===== src/rtl/reglist_sequencer_pkg.sv =====
// Shared constants, state encoding and helpers for the LDM/STM register-list sequencer.
package reglist_sequencer_pkg;

    localparam int ADDRLEN = 4;
    localparam int LISTLEN = 16;
    localparam int PC_REG  = 15;

    typedef enum logic [1:0] {
        S_IDLE  = 2'd0,
        S_XFER  = 2'd1,
        S_WBACK = 2'd2,
        S_DONE  = 2'd3
    } state_t;

    function automatic logic [4:0] popcount(input logic [LISTLEN-1:0] v);
        logic [4:0] n;
        n = '0;
        for (int i = 0; i < LISTLEN; i++) begin
            n = n + 5'(v[i]);
        end
        return n;
    endfunction

endpackage


===== src/rtl/reglist_sequencer_lowest_set_bit.sv =====
// Priority encoder: index of the lowest set bit of a register list, plus a valid flag.
module lowest_set_bit #(
    parameter int WIDTH = 16,
    parameter int IDXW  = 4
) (
    input  logic [WIDTH-1:0] vec_i,
    output logic [IDXW-1:0]  idx_o,
    output logic             valid_o
);

    // Scanning downward lets the lowest set bit overwrite any higher one.
    always_comb begin
        idx_o   = '0;
        valid_o = 1'b0;
        for (int i = WIDTH - 1; i >= 0; i--) begin
            if (vec_i[i]) begin
                idx_o   = IDXW'(i);
                valid_o = 1'b1;
            end
        end
    end

endmodule


===== src/rtl/reglist_sequencer.sv =====
// Block-transfer (LDM/STM) sequencer: walks a register list lowest-first, one word per
// memory acknowledge, with optional base-register writeback and abort handling.
module reglist_sequencer #(
    parameter int ADDRLEN = reglist_sequencer_pkg::ADDRLEN,
    parameter int LISTLEN = reglist_sequencer_pkg::LISTLEN
) (
    input  logic               sysclk,
    input  logic               nreset,
    input  logic               start,
    input  logic [LISTLEN-1:0] reg_list,
    input  logic               is_load,
    input  logic               writeback,
    input  logic [ADDRLEN-1:0] base_reg,
    input  logic               mem_ack,
    input  logic               abort,
    output logic               busy,
    output logic               mem_req,
    output logic [4:0]         word_idx,
    output logic [4:0]         reg_count,
    output logic [ADDRLEN-1:0] RF_Addr_A,
    output logic [ADDRLEN-1:0] RF_Addr_Write,
    output logic               RF_Load_Write,
    output logic               wb_sel,
    output logic               pc_loaded,
    output logic               done
);

    import reglist_sequencer_pkg::*;

    state_t             state_q;
    logic [LISTLEN-1:0] list_q;
    logic [LISTLEN-1:0] remain_q;
    logic [LISTLEN-1:0] remain_d;
    logic               load_q;
    logic               wb_q;
    logic [ADDRLEN-1:0] base_q;
    logic [4:0]         wordIdx_q;
    logic [4:0]         regCount_q;
    logic               pcLoaded_q;
    logic               aborted_q;

    logic [ADDRLEN-1:0] curIdx;
    logic               curValid;
    logic               inXfer;
    logic               wbNeeded;

    lowest_set_bit #(
        .WIDTH (LISTLEN),
        .IDXW  (ADDRLEN)
    ) u_lsb (
        .vec_i   (remain_q),
        .idx_o   (curIdx),
        .valid_o (curValid)
    );

    assign inXfer   = (state_q == S_XFER) && curValid;
    assign remain_d = remain_q & ~(LISTLEN'(1) << curIdx);
    // A load that overwrites the base register keeps the loaded value, so writeback is dropped.
    assign wbNeeded = wb_q && !(load_q && list_q[base_q]);

    always_ff @(posedge sysclk or negedge nreset) begin
        if (!nreset) begin
            state_q    <= S_IDLE;
            list_q     <= '0;
            remain_q   <= '0;
            load_q     <= 1'b0;
            wb_q       <= 1'b0;
            base_q     <= '0;
            wordIdx_q  <= '0;
            regCount_q <= '0;
            pcLoaded_q <= 1'b0;
            aborted_q  <= 1'b0;
        end else begin
            case (state_q)
                S_IDLE: begin
                    if (start) begin
                        list_q     <= reg_list;
                        remain_q   <= reg_list;
                        load_q     <= is_load;
                        wb_q       <= writeback;
                        base_q     <= base_reg;
                        regCount_q <= popcount(reg_list);
                        wordIdx_q  <= '0;
                        pcLoaded_q <= 1'b0;
                        aborted_q  <= 1'b0;
                        state_q    <= (reg_list != '0) ? S_XFER : S_DONE;
                    end
                end
                S_XFER: begin
                    if (abort) begin
                        aborted_q <= 1'b1;
                        state_q   <= S_DONE;
                    end else if (mem_ack && curValid) begin
                        remain_q <= remain_d;
                        if (wordIdx_q != 5'(LISTLEN)) begin
                            wordIdx_q <= wordIdx_q + 5'd1;
                        end
                        if (load_q && (curIdx == ADDRLEN'(PC_REG))) begin
                            pcLoaded_q <= 1'b1;
                        end
                        if (remain_d == '0) begin
                            state_q <= wbNeeded ? S_WBACK : S_DONE;
                        end
                    end
                end
                S_WBACK: begin
                    if (abort) begin
                        aborted_q <= 1'b1;
                    end
                    state_q <= S_DONE;
                end
                default: begin
                    state_q <= S_IDLE;
                end
            endcase
        end
    end

    // Outputs decode the registered state; only the write strobe looks at mem_ack/abort.
    always_comb begin
        busy          = (state_q != S_IDLE);
        mem_req       = (state_q == S_XFER);
        word_idx      = wordIdx_q;
        reg_count     = regCount_q;
        RF_Addr_A     = '0;
        RF_Addr_Write = '0;
        RF_Load_Write = 1'b0;
        wb_sel        = 1'b0;
        pc_loaded     = (state_q == S_DONE) && pcLoaded_q && !aborted_q;
        done          = (state_q == S_DONE);
        if (inXfer) begin
            if (load_q) begin
                RF_Addr_Write = curIdx;
                RF_Load_Write = mem_ack && !abort;
            end else begin
                RF_Addr_A = curIdx;
            end
        end else if (state_q == S_WBACK) begin
            RF_Addr_Write = base_q;
            RF_Load_Write = !abort;
            wb_sel        = 1'b1;
        end
    end

endmodule


===== config.mk =====
export PLATFORM = sky130hd
export DESIGN_NAME = reglist_sequencer
export DESIGN_NICKNAME = d
export VERILOG_FILES = /design/src/rtl/reglist_sequencer_pkg.sv /design/src/rtl/reglist_sequencer_lowest_set_bit.sv /design/src/rtl/reglist_sequencer.sv
export SDC_FILE = /design/constraint.sdc
export NUM_CORES = 1
export LEC_CHECK = 0
export ABC_AREA = 1
export BUFFER_PORTS_ARGS = -buffer_cell sky130_fd_sc_hd__buf_2
export CAP_MARGIN = 25
export CELL_PAD_IN_SITES_DETAIL_PLACEMENT = 0
export CELL_PAD_IN_SITES_GLOBAL_PLACEMENT = 1
export CORE_ASPECT_RATIO = 1.2
export CORE_MARGIN = 1
export CORE_UTILIZATION = 45
export DETAILED_ROUTE_END_ITERATION = 16
export PLACE_DENSITY_LB_ADDON = 0.1
export SYNTH_ARGS = -nofsm -noshare
export SYNTH_HDL_FRONTEND = slang
export SYNTH_SLANG_ARGS = --single-unit

===== constraint.sdc =====
create_clock -name sysclk -period 4 [get_ports sysclk]
set_input_delay 0.8 -clock sysclk [delete_from_list [all_inputs] [get_ports sysclk]]
set_output_delay 0.8 -clock sysclk [all_outputs]
set_load 0.1 [all_outputs]

==> flow_summary.yaml <==
outcome:
  status: "complete, no violations"
grt:
  grt_antenna_before_repair: 0
  gr-total-overflow: 0
  grt_max_degree: 44
  grt_pass1_vias: 2864
  grt_usage_pct: 25.3
  grt_pass1_wl_um: 14300
job:
  max_cap_violations: 0
clock_network:
  ctsHoldBuffers: 0
  post_cts_resized: 0
  cts.clk_slew.worst_paths_ns: 0.10
  tritoncts: "yes"
  cts_sinks: 52
  clk_path_buf_depth: 2
  htree_levels: 2
  root_buffer: "clkbuf_8"
  numCtsBuffers: 5
  insertion_delay_ns: 0.31
  cts_setup_buffers: 0
synthesis:
  async_flop_share_pct: 100
  synth_area_leaders: "dfrtp_1, o21ai_0, nand2_1, inv_1, fa_1"
  synth-main-ff-cell: "dfrtp_1"
  yosys.area.top_type: "dfrtp_1"
  synth_most_common_cell: "nand2_1"
  synth_cells: 432
  synth_top_area_share_pct: 39.0
  synth_cell_types: 32
  syn_nets: 481
  yosys-top-cells-count: "nand2_1, inv_1, o21ai_0, dfrtp_1, nor2_1"
  synth-edff-count: 0
  synthesis.area_mm2: 0.00333
  synth_warnings: 0
  avgSynthCellArea_um2: 7.72
  ys_ff_latch: 52
  yosysSeqAreaShare_pct: 39.0
floorplanning:
  ioPinCount: 51
  die_y_um: 96.3
  rows: 34
  start_util_pct: 46.1
  fp.dieW_um: 80.6
  dieArea_mm2: 0.00776
  core_region_area_mm2: 0.00723
place:
  dpl_cell_area_mm2: 0.00377
  place_inst: 575
  io_buffers: 50
  gp_congestion: 0.918
  dpl.hpwl_um: 7060
routing:
  firstDrtPassIters: 5
  vias_per_cell: 5.21
  drt-initial-drc-count: 124
  top_layer_used: "met4"
  wl_per_cell_um: 15.6
  totalWireLength_um: 9100
  wl_met3_um: 370
  wl_met1_um: 4030
  drc_errors: 0
  wl_met2_um: 4590
  detail-route-antenna-nets: 0
  vias: 3035
cells_and_area:
  stdcell_count: 582
  num_antenna_cells: 0
  final.fill_count: 768
  syn2layout_area_growth_pct: 15.6
  final_util_pct: 53.3
  final_cell_area_mm2: 0.00385
  layout-drive-gt1-share_pct: 20.3
  fin_nets: 541
worst_setup_path:
  cp-start-kind: "input pin"
  path_delay_family: "adder cells"
  required_ns: 4.21
  cp_slowest_cell: "fa_1"
  crit_buf_inv: 4
  worst-setup-path-type: "in -> reg"
  cp.arrival_ns: 3.99
  crit_fanout: 2
  worstSetupEndpointType: "register"
  slowest_delay_ns: 0.59
  path_common_cell: "fa_1"
  path_cells: "buf_2 -> inv_1 -> fa_1 -> fa_1 -> fa_1 -> fa_1 -> inv_1 -> ha_1 -> inv_1 -> fa_1 -> nor2_1 -> nor2_1 -> a22o_1"
sta:
  slew_headroom_pct: 51.0
  final.period_utilization_pct: 94.3
  tns_ns: 0
  layout_min_cycle_time_ns: 3.77
  skew_ns: 0.0108
  finalSetupViolations: 0
  worst_pin_slew_ns: 0.734
  rsz0062_at_grt: "no"
  final-hold-violation-count: 0
  drv_slew: 0
  fmax_ghz: 0.265
pwr:
  p_leak_nw: 1.95
  ir_drop_mv: 0.583
  power_density_mw_per_mm2: 868
  power_mw: 3.35
hold_path:
  min_path_type: "reg -> reg"
## final cells by class
cell class / instances / area, um^2 / area share (%)
multi-input combinational: 298 / 1740 / 45.1
inverter: 71 / 267 / 6.92
tap: 90 / 113 / 2.92
clock buffer: 5 / 68.8 / 1.79
timing repair buffer: 64 / 355 / 9.22
sequential: 52 / 1300 / 33.8
clock inverter: 2 / 12.5 / 0.325
## cells in the final DEF (no fill, tap or decap), types with 2 or more instances in the layout
| cell type | n |
|---|---|
| fa_1 | 10 |
| o21ai_0 | 60 |
| nor3_2 | 2 |
| clkinv_1 | 3 |
| ha_1 | 12 |
| inv_2 | 6 |
| buf_2 | 50 |
| o22ai_1 | 10 |
| clkbuf_8 | 5 |
| buf_4 | 14 |
| a21oi_1 | 15 |
| nand2_2 | 10 |
| nand2_1 | 81 |
| inv_1 | 62 |
| nor2_2 | 4 |
| o211ai_1 | 6 |
| nor4_1 | 2 |
| nand3_1 | 17 |
| nand4_1 | 17 |
| dfrtp_1 | 52 |
| a21oi_4 | 2 |
| o21ai_1 | 5 |
| nor2_1 | 34 |
## stage by stage
stage	worst slack, ns	hold slack (ns)
finish	0.227	0.484
global route	0.0520	0.502
CTS	0.209	0.491
detailed placement	-0.134	0.465
global placement	-0.0797	0.458
floorplan	-0.264	0.448
## kinds of logic after synthesis
logic type / after synthesis / synth area share (%)
and+or+nand+nor: 170 / 23.0
AOI/OAI and AO/OA: 105 / 17.9
buffers and inverters: 82 / 9.23
DFF: 52 / 39.0
adders and majority gates: 22 / 10.5
xor gates and xnor gates: 1 / 0.263
## flip-flops by register name (all words and copies together) (netlist names), 2 cells and up
register   flops
reg_count      5
state_q        2
list_q        16
base_q         4
remain_q      16
word_idx       5
## tightest hold or removal path, stage by stage (launching register included)
cell	delay, ns
dfrtp_1	0.35
nand2_1	0.05
nand2_1	0.06
## path summary, 6_finish.rpt
kind	slack [ns]	cells after the start	to	from
max	0.23	13	reg_count[2]	reg_list[5]
min	0.48	2	reg_count[3]	reg_count[3]
max reg2reg	1.15	12	word_idx[4]	state_q[1]
min reg2reg	0.48	2	reg_count[3]	reg_count[3]
max in group asynchronous	2.68	2	list_q[11]	nreset
min in group asynchronous	0.53	1	list_q[6]	nreset
## report_power, final
group          internal [mW]  total (mW)  leakage, nW  switching (mW)
clock                  0.119       0.306       0.0400           0.187
sequential             0.757       0.939        0.651           0.182
combinational          0.566        2.10         1.26            1.54
total                   1.44        3.35         1.95            1.90
## layer usage
layer  vias up  GRT usage [%]
li1       1540              -
met1      1419           32.9
met2        68           44.0
met3         8           3.22
met4         0           6.99
met5         -              0
Power figures use the tool's default switching activity.
